**src/rtl/icon_opd_fetch.sv**
```systemverilog
// Operand fetch initiator: queues tagged reads, retries the producer EU, hands data to the consumer.
// Latency: push into empty queue -> eu_rvalid_o 2 cycles later; EU success -> opd_valid_o next cycle.
// Backpressure: req_ready_o drops when the 4-entry queue is full; opd_valid_o holds until opd_ready_i.
module icon_opd_fetch #(
    parameter int ADDR_W         = 8,
    parameter int DATA_W         = 32,
    parameter int LOG2_REQ_DEPTH = 2,
    parameter int RETRY_GAP      = 3,
    parameter int MAX_RETRIES    = 15
) (
    input  logic              clk,
    input  logic              reset_n,
    input  logic [ADDR_W-1:0] req_addr_i,
    input  logic              req_valid_i,
    output logic              req_ready_o,
    output logic [ADDR_W-1:0] eu_raddr_o,
    output logic              eu_rvalid_o,
    input  logic [DATA_W-1:0] eu_rdata_i,
    input  logic              eu_rsuccess_i,
    output logic [DATA_W-1:0] opd_data_o,
    output logic [ADDR_W-1:0] opd_addr_o,
    output logic              opd_valid_o,
    input  logic              opd_ready_i,
    output logic              err_timeout_o,
    output logic              busy_o
);

    localparam int DEPTH = 1 << LOG2_REQ_DEPTH;
    localparam int RC_W  = $clog2(MAX_RETRIES + 1);
    localparam int GAP_W = $clog2(RETRY_GAP + 1);
    localparam logic [RC_W-1:0]  RC_MAX  = RC_W'(MAX_RETRIES);
    localparam logic [GAP_W-1:0] GAP_INI = GAP_W'(RETRY_GAP);

    typedef enum logic [1:0] {IDLE, REQ, BACKOFF, DELIVER} state_t;

    state_t                    state, state_nxt;
    logic [ADDR_W-1:0]         mem [DEPTH];
    logic [LOG2_REQ_DEPTH:0]   wr_ptr, rd_ptr;
    logic                      full, empty, push, pop, success;
    logic [ADDR_W-1:0]         head_addr;
    logic [RC_W-1:0]           retry_cnt;
    logic [GAP_W-1:0]          gap_cnt;
    logic [DATA_W-1:0]         opd_data_q;
    logic [ADDR_W-1:0]         opd_addr_q;
    logic                      err_q;

    // Extra pointer MSB tells full from empty when the index bits match.
    assign full      = (wr_ptr[LOG2_REQ_DEPTH] != rd_ptr[LOG2_REQ_DEPTH]) &&
                       (wr_ptr[LOG2_REQ_DEPTH-1:0] == rd_ptr[LOG2_REQ_DEPTH-1:0]);
    assign empty     = (wr_ptr == rd_ptr);
    assign push      = req_valid_i && !full;
    assign success   = (state == REQ) && eu_rsuccess_i;
    assign pop       = success;
    assign head_addr = mem[rd_ptr[LOG2_REQ_DEPTH-1:0]];

    assign req_ready_o   = !full;
    assign eu_rvalid_o   = (state == REQ);
    assign eu_raddr_o    = (state == REQ) ? head_addr : '0;
    assign opd_valid_o   = (state == DELIVER);
    assign opd_data_o    = opd_data_q;
    assign opd_addr_o    = opd_addr_q;
    assign err_timeout_o = err_q;
    assign busy_o        = !empty || (state != IDLE);

    // Queue storage; contents are don't-care until written, so no reset.
    always_ff @(posedge clk) begin
        if (push) begin
            mem[wr_ptr[LOG2_REQ_DEPTH-1:0]] <= req_addr_i;
        end
    end

    // Queue pointers; reset drops every queued request.
    always_ff @(posedge clk) begin
        if (!reset_n) begin
            wr_ptr <= '0;
            rd_ptr <= '0;
        end else begin
            if (push) wr_ptr <= wr_ptr + 1'b1;
            if (pop)  rd_ptr <= rd_ptr + 1'b1;
        end
    end

    // FSM state register.
    always_ff @(posedge clk) begin
        if (!reset_n) state <= IDLE;
        else          state <= state_nxt;
    end

    // Next-state: one read outstanding, head-of-queue order.
    always_comb begin
        state_nxt = state;
        case (state)
            IDLE:    if (!empty) state_nxt = REQ;
            REQ:     state_nxt = eu_rsuccess_i ? DELIVER : BACKOFF;
            BACKOFF: if (gap_cnt <= 1) state_nxt = REQ;
            DELIVER: if (opd_ready_i) state_nxt = empty ? IDLE : REQ;
            default: state_nxt = IDLE;
        endcase
    end

    // Retry/gap counters and the one-shot timeout pulse when the count first reaches its limit.
    always_ff @(posedge clk) begin
        if (!reset_n) begin
            retry_cnt <= '0;
            gap_cnt   <= '0;
            err_q     <= 1'b0;
        end else begin
            err_q <= 1'b0;
            if (state == REQ) begin
                if (eu_rsuccess_i) begin
                    retry_cnt <= '0;
                end else begin
                    if (retry_cnt < RC_MAX)             retry_cnt <= retry_cnt + 1'b1;
                    if (retry_cnt == RC_MAX - 1'b1)     err_q     <= 1'b1;
                    gap_cnt <= GAP_INI;
                end
            end else if (state == BACKOFF) begin
                gap_cnt <= gap_cnt - 1'b1;
            end
        end
    end

    // Capture returned data and its tag; held stable through DELIVER.
    always_ff @(posedge clk) begin
        if (!reset_n) begin
            opd_data_q <= '0;
            opd_addr_q <= '0;
        end else if (success) begin
            opd_data_q <= eu_rdata_i;
            opd_addr_q <= head_addr;
        end
    end

endmodule
```
**config.mk**
```make
export PLATFORM = sky130hd
export DESIGN_NAME = icon_opd_fetch
export DESIGN_NICKNAME = d
export VERILOG_FILES = /design/src/rtl/icon_opd_fetch.sv
export SDC_FILE = /design/constraint.sdc
export NUM_CORES = 1
export LEC_CHECK = 0
export BUFFER_PORTS_ARGS = -buffer_cell sky130_fd_sc_hd__buf_2
export CORE_MARGIN = 3
export CORE_UTILIZATION = 25
export DETAILED_ROUTE_END_ITERATION = 12
export GPL_ROUTABILITY_DRIVEN = 1
export PLACE_DENSITY_LB_ADDON = 0.25
export SLEW_MARGIN = 10
export SYNTH_ARGS = -nofsm -noshare
export SYNTH_HDL_FRONTEND = slang
export SYNTH_SLANG_ARGS = --single-unit
```
**constraint.sdc**
```tcl
create_clock -name clk -period 1.8 [get_ports clk]
set_input_delay 0.27 -clock clk [delete_from_list [all_inputs] [get_ports clk]]
set_output_delay 0.27 -clock clk [all_outputs]
set_load 0.05 [all_outputs]
```
==> results of run 1 <==
==> stage by stage <==
| stage | hold WS, ns | std cells |
|---|---|---|
| final | 0.144 | 558 |
| after global routing | 0.126 | 558 |
| after CTS | 0.127 | 551 |
| after detailed placement | 0.458 | 536 |
| after global placement | 0.455 | 536 |
| after floorplan | 0.369 | 262 |
==> final timing paths <==
| check | endpoint | slack, ns | depth (start not counted) |
|---|---|---|---|
| setup / recovery | eu_raddr_o[0] | -0.13 | 4 |
| hold / removal | opd_data_o[29] | 0.14 | 2 |
| setup reg to reg | mem[0][3] | 0.15 | 5 |
| hold reg to reg | opd_data_o[0] | 0.47 | 1 |
==> cell usage after synthesis, types with 5 or more instances <==
master / instances / area, um2
and2_1: 12 / 75.1
a21oi_1: 6 / 30.0
ha_1: 8 / 100
edfxtp_1: 32 / 961
mux4_2: 8 / 180
xor2_1: 5 / 43.8
o21ai_0: 6 / 30.0
buf_2: 10 / 50.1
nor2_1: 5 / 18.8
dfxtp_1: 57 / 1140
nand2_1: 10 / 37.5
inv_1: 9 / 33.8
nand3_1: 5 / 25.0
or4_1: 5 / 37.5
a22o_1: 41 / 359
==> worst max-delay path: stages, from the launching register on <==
cell,delay [ns]
dfxtp_2,0.35
buf_12,0.13
mux4_2,0.52
and2_4,0.18
buf_6,0.14
==> report_power, final <==
part / internal (W) / switching, W / leakage, nW
registers: 0.00233 / 0.000150 / 0.758
logic: 0.000822 / 0.00145 / 1.08
clock network: 0.00112 / 0.000845 / 0.154
==> registers in the layout, summed over array words and instances (netlist names), named ones only <==
register       cells
gap_cnt            2
opd_addr_o         8
err_timeout_o      1
mem               32
opd_data_o        32
wr_ptr             3
state              2
retry_cnt          4
rd_ptr             3
==> cell type report <==
type,instances,area (um2)
inverter,10,37.5
timing repair buffer,120,783
multi-input combinational,147,1300
clock inverter,7,91.3
sequential,89,2100
tap,176,220
clock buffer,9,225
fill,1318,8640
==> logic make-up after synthesis <==
group	after synthesis	share of synthesized area, %
and+or+nand+nor	59	10.5
adders and majority gates	8	2.90
muxes	11	6.09
xor gates and xnor gates	6	1.52
DFF	89	60.9
AOI/OAI and AO/OA	62	14.2
buffers and inverters	27	3.95
==> timing repair <==
| item | in CTS | in global routing |
|---|---|---|
| setup buffers | 0 | 6 |
| endpoints found under the setup margin | 10 | 49 |
| pin swaps | 0 | 2 |
| cloned | 0 | 1 |
| resized for setup | 32 | 4 |
==> metal layers <==
| metal | wire [um] | vias to the layer above |
|---|---|---|
| li1 | - | 1216 |
| met1 | 3570 | 1172 |
| met2 | 3800 | 79 |
| met3 | 640 | 13 |
| met4 | 156 | 2 |
| met5 | 7 | - |
==> key figures, run 1 <==
Status
  – Outcome: complete, but fails checks
  – Failing checks: setup timing

Synthesis
  – Cells after synthesis: 262
  – Most used DFF post-synth: dfxtp_1
  – Yosys reg bits: 89
  – Synth warn: 0
  – Distinct cells, synth: 44
  – EDFF count, synth: 32
  – Sequential area share after synthesis: 60.9%
  – Async S/R FF share, synth: 0%
  – Synth Net Count: 315
  – Avg Cell Area, Syn: 13.2 um2
  – Synthesized area: 0.00345 mm2

Critical path
  – Critical path type: flop to output pin
  – Worst EP arrival: 1.66 ns
  – CP startpoint kind: flop
  – CP Capture Type: output pin
  – R2R Path Start: wr_ptr[0]
  – CP Max Fanout: 6
  – WP data required: 1.53 ns

CTS
  – Worst skew pair latency: 0.34 ns
  – Clock Tree Root: clkbuf_16
  – H-tree Lvls: 3
  – # hold bufs at CTS: 0
  – CTS tree: done
  – Worst-path clk slew: 0.07 ns
  – Clock sink count: 89
  – CTS Buffer Depth: 2
  – Number of CTS-inserted buffers: 9

Timing
  – Final setup fails: 8
  – Worst Tran Pin Value: 0.580 ns
  – Unrepaired setup endpoints after global routing: true
  – Endpoints failing hold: 0
  – Clock Skew: 0.00996 ns
  – Period minus WS final: 1.93 ns
  – Worst slew margin: 61.2%
  – Final period utilization: 107%
  – Setup TNS: -0.946 ns
  – Final WS setup: -0.128 ns
  – Max-slew violation count: 0
  – Highest Clock Rate: 519 MHz

Die
  – IO Pins: 98
  – Die H: 124 um
  – Core ar.: 0.0134 mm2
  – Area of the die: 0.0153 mm2
  – Initial Util: 25.8%
  – Die width: 124 um
  – Row Count: 42

Worst hold path
  – Worst hold path type: input pin to flop
  – Hold Crit Start: eu_rdata_i[29]

Global routing
  – Pin count of the biggest net entering global routing: 42
  – Total GRT Usage: 10.6%
  – First-pass GRT wire length: 12300 um
  – Met1 Usage GRT: 12.6%
  – Initial antenna violation count: 1
  – Vias in the first global route: 2411
  – Most Used Layer, Global Route: met2
  – Met2 Usage GRT: 17.3%
  – Remaining Overflow, GRT: 0
  – M3 GR Usage: 3.52%

Final layout
  – Design Area, Final: 0.00476 mm2
  – Ant. Diodes: 0
  – Post-route core utilization: 35.5%
  – Area Growth Syn to Fin: 37.8%
  – Most common cell after layout, fill and taps aside: buf_2
  – Final nets: 430
  – Most frequent cells in the layout: 87 x buf_2, 55 x dfxtp_1, 41 x a22o_1
  – Layout cells sized above 1: 42.9%

Route
  – DRT iter0 DRCs: 76
  – WL final: 8170 um
  – Vias per inst: 4.45
  – DRC errors left: 0
  – Wire length per cell: 14.6 um
  – TritonRoute pass-1 iters: 4
  – Via count: 2482
  – Post-route ant nets: 0

Place
  – Buffers on Ports: 97
  – Placed cell area: 0.00427 mm2
  – GP Congestion: 0.690
  – Post-DP HPWL: 5670 um
  – Setup WS pre-CTS: 0.0237 ns

Power
  – Pwr Density: 1410 mW/mm2
  – Worst vdd rail ir drop: 0.425 mV
  – Leak Pwr: 2.00 nW
  – Pwr Total: 0.00672 W

Flow run
  – MaxCap Viol Count: 0
(Power assumes the default switching activity.)
==> run 2, diff against run 1 <==
--- a/config.mk
+++ b/config.mk
@@ -5,6 +5,7 @@
 export SDC_FILE = /design/constraint.sdc
 export NUM_CORES = 1
 export LEC_CHECK = 0
+export ABC_AREA = 1
 export BUFFER_PORTS_ARGS = -buffer_cell sky130_fd_sc_hd__buf_2
 export CORE_MARGIN = 3
 export CORE_UTILIZATION = 25
==> run 2 against run 1 <==
  * The run now ends clean
  * Clock skew is 0.0035 ns lower
  * Utilization is 1.8 points lower
  * Cell count is 25% higher
  * First-iteration DRC count is 76% higher
  * Worst hold slack better by 0.014 ns
  * Area after synthesis is 4.7% higher
  * Wire length is 5.6% higher
  * Combinational power is 7% lower
  * Global-route usage is 0.38 points higher
  * Critical path depth is 2 higher
  * Synthesized cell count is 53% higher
  * Sequential power is 2% lower
  * Critical path type unchanged
  * Highest routed layer unchanged
==> key figures, run 2 <==
Status
  – Outcome: finished clean (was complete, but fails checks)

CTS
  – Worst skew pair latency: 0.34 ns (about the same)
  – Clock sink count: 89 (unchanged)
  – Clock Tree Root: clkbuf_16 (unchanged)
  – H-tree Lvls: 3 (unchanged)
  – CTS tree: done (unchanged)
  – Number of CTS-inserted buffers: 9 (unchanged)
  – CTS Buffer Depth: 2 (unchanged)
  – Worst-path clk slew: 0.06 ns (was 0.07 ns)

Global routing
  – Remaining Overflow, GRT: 0 (unchanged)
  – Total GRT Usage: 10.9% (was 10.6%)
  – First-pass GRT wire length: 13700 um (was 12300 um)
  – Vias in the first global route: 2748 (was 2411)
  – Pin count of the biggest net entering global routing: 43 (was 42)
  – Initial antenna violation count: 1 (unchanged)

Final layout
  – Layout cells sized above 1: 30.2% (was 42.9%)
  – Final nets: 565 (was 430)
  – Most common cell after layout, fill and taps aside: nand2_1 (was buf_2)
  – Area Growth Syn to Fin: 30.5% (was 37.8%)
  – Most frequent cells in the layout: 102 x nand2_1, 89 x buf_2, 59 x inv_1 (was 87 x buf_2, 55 x dfxtp_1, 41 x a22o_1)
  – Fill cell count: 1448 (was 1318)
  – Post-route core utilization: 33.7% (was 35.5%)
  – Non-filler cells, final: 697 (was 558)
  – Multi-input logic area: 0.00118 mm2 (was 0.00130 mm2)
  – FF+latch area: 0.00210 mm2 (about the same)
  – Ant. Diodes: 0 (unchanged)

Synthesis
  – Post-Synth Simple-Gate Area: 21.0% (was 10.5%)
  – EDFF count, synth: 32 (unchanged)
  – Commonest cells in the netlist: 104 x nand2_1, 60 x inv_1, 57 x dfxtp_1 (was 57 x dfxtp_1, 41 x a22o_1, 32 x edfxtp_1)
  – Cells after synthesis: 402 (was 262)
  – Yosys top cell area share: 31.6% (was 33.0%)
  – Sequential area share after synthesis: 58.1% (was 60.9%)
  – Largest area contributor in the netlist: dfxtp_1 (unchanged)
  – Main combinational cell family by area after synthesis: simple AND/OR/NAND/NOR gates (was compound AO/OA/AOI/OAI gates)
  – Async S/R FF share, synth: 0% (unchanged)
  – Mux contribution to synthesized area: 0% (was 6.09%)
  – Most used DFF post-synth: dfxtp_1 (unchanged)
  – Distinct cells, synth: 28 (was 44)
  – Synth Area in Adders: 2.77% (was 2.90%)
  – Synth warn: 0 (unchanged)
  – Yosys reg bits: 89 (unchanged)
  – Area contributors post-synth: dfxtp_1 32%, edfxtp_1 27%, nand2_1 11% (was dfxtp_1 33%, edfxtp_1 28%, a22o_1 10%)
  – Avg Cell Area, Syn: 8.99 um2 (was 13.2 um2)
  – Synthesized area: 0.00362 mm2 (was 0.00345 mm2)
  – Synth Net Count: 455 (was 315)
  – Synth Area in XOR/XNOR: 0.484% (was 1.52%)
  – Most numerous cell in the Yosys netlist: nand2_1 (was dfxtp_1)
  – Synth Area in Compound Gates: 7.65% (was 14.2%)

Critical path
  – Worst EP arrival: 1.45 ns (was 1.66 ns)
  – Critical path type: flop to output pin (unchanged)
  – WP data required: 1.53 ns (about the same)
  – CP startpoint kind: flop (unchanged)
  – CP Max Fanout: 8 (was 6)
  – CP Capture Type: output pin (unchanged)

Route
  – WL final: 8630 um (was 8170 um)
  – DRC errors left: 0 (unchanged)
  – Via count: 2910 (was 2482)
  – Wire length per cell: 12.4 um (was 14.6 um)
  – Vias per inst: 4.18 (was 4.45)
  – TritonRoute pass-1 iters: 4 (unchanged)
  – Post-route ant nets: 0 (unchanged)
  – DRT iter0 DRCs: 134 (was 76)

Place
  – Post-DP HPWL: 6150 um (was 5670 um)
  – DP Cell Count: 678 (was 536)
  – GP Congestion: 0.830 (was 0.690)
  – Buffers on Ports: 97 (unchanged)

Flow run
  – MaxCap Viol Count: 0 (unchanged)

Power
  – Worst vdd rail ir drop: 0.524 mV (was 0.425 mV)
  – Leak Pwr: 2.24 nW (was 2.00 nW)
  – Pwr Density: 1360 mW/mm2 (was 1410 mW/mm2)

Timing
  – Endpoints failing hold: 0 (unchanged)
  – Worst Tran Pin Value: 0.300 ns (was 0.580 ns)
  – Max-slew violation count: 0 (unchanged)
  – Unrepaired setup endpoints after global routing: false (was true)
  – Worst slew margin: 79.8% (was 61.2%)
  – Final setup fails: 0 (was 8)
  – Clock Skew: 0.00650 ns (was 0.00996 ns)
  – Setup TNS: 0 ns (was -0.946 ns)
  – Period minus WS final: 1.72 ns (was 1.93 ns)
  – Final Hold Slack: 0.158 ns (was 0.144 ns)
  – Final period utilization: 95.4% (was 107%)
  – Highest Clock Rate: 582 MHz (was 519 MHz)

Worst hold path
  – Worst hold path type: input pin to flop (unchanged)

Die
  – Area of the die: 0.0159 mm2 (was 0.0153 mm2)
  – Die width: 126 um (was 124 um)
  – IO Pins: 98 (unchanged)
  – Core ar.: 0.0140 mm2 (was 0.0134 mm2)
  – Row Count: 43 (was 42)
  – Die H: 126 um (was 124 um)
  – Initial Util: 25.8% (about the same)
[run 2: cell count changes after synthesis, sizes merged, moves of 8 or more]
cell	previous run	this run
inv	10	62
and2	12	0
nand3	5	25
nand2	10	116
mux4	8	0
o21ai	6	44
a22o	41	0
nor2	5	27
[run 2: layout make-up]
cell class	instances	area share, %
Clock buffer	10	4.85
Clock inverter	6	1.41
Inverter	62	5.09
Multi-Input combinational cell	238	25.1
Sequential cell	89	44.6
Tap cell	180	4.77
Timing Repair Buffer	112	14.2
[run 2: critical path, stage by stage (launching register included)]
cell and delay (ns):
dfxtp_2 0.37, buf_4 0.18, nand2_1 0.07, nand3_1 0.09, nand2_2 0.10, nor2_2 0.12
buf_6 0.17
[run 2: cells by family after synthesis]
family          after synthesis
simple gates                174
xor+xnor                      2
flops                        89
compound gates               54
fa+ha+maj                     8
buf+inv                      75
[run 2: power by group]
| part | leakage (nW) | switching, W | internal (W) |
|---|---|---|---|
| Clock | 0.147 | 0.000773 | 0.00108 |
| Sequential | 0.759 | 0.000129 | 0.00230 |
| Combinational | 1.33 | 0.00150 | 0.000626 |
| Total | 2.24 | 0.00240 | 0.00401 |
[run 2: metal layers]
layer,GRT usage [%],vias up,share of wire [%],routed length (um)
met5,0,-,0.10,9
met4,6.44,2,3.4,289
met3,2.76,20,6.7,581
met2,16.4,89,43,3680
met1,14.2,1295,47,4070
li1,-,1504,-,-
[run 2: repair_timing]
item / 4_1_cts / 5_1_grt
hold buffers: 0 / 0
endpoints found under the setup margin: 8 / 7
cloned: 0 / 1
endpoints found under the hold margin: 0 / 0
pin swaps: 0 / 1
setup buffers: 0 / 2
gates resized for setup: 11 / 11
[run 2: final timing paths]
kind                                     from             to  slack (ns)  cells past startpoint
worst max-delay path                     flop  eu_raddr_o[2]        0.08                      6
worst min-delay path            req_addr_i[3]      mem[3][3]        0.16                      1
worst max register to register      wr_ptr[1]      mem[0][7]        0.27                      7
worst min register to register  opd_addr_o[6]  opd_addr_o[6]        0.45                      2
[run 2: per-stage QoR]
stage          power (W)  area [um2]  setup slack, ns
6_report         0.00641        4720           0.0823
5_1_grt          0.00677        4720          0.00144
4_1_cts          0.00638        4670          0.00823
3_5_place_dp     0.00445        4340            0.263
3_3_place_gp     0.00443        4340            0.305
2_1_floorplan    0.00393        3640          -0.0397
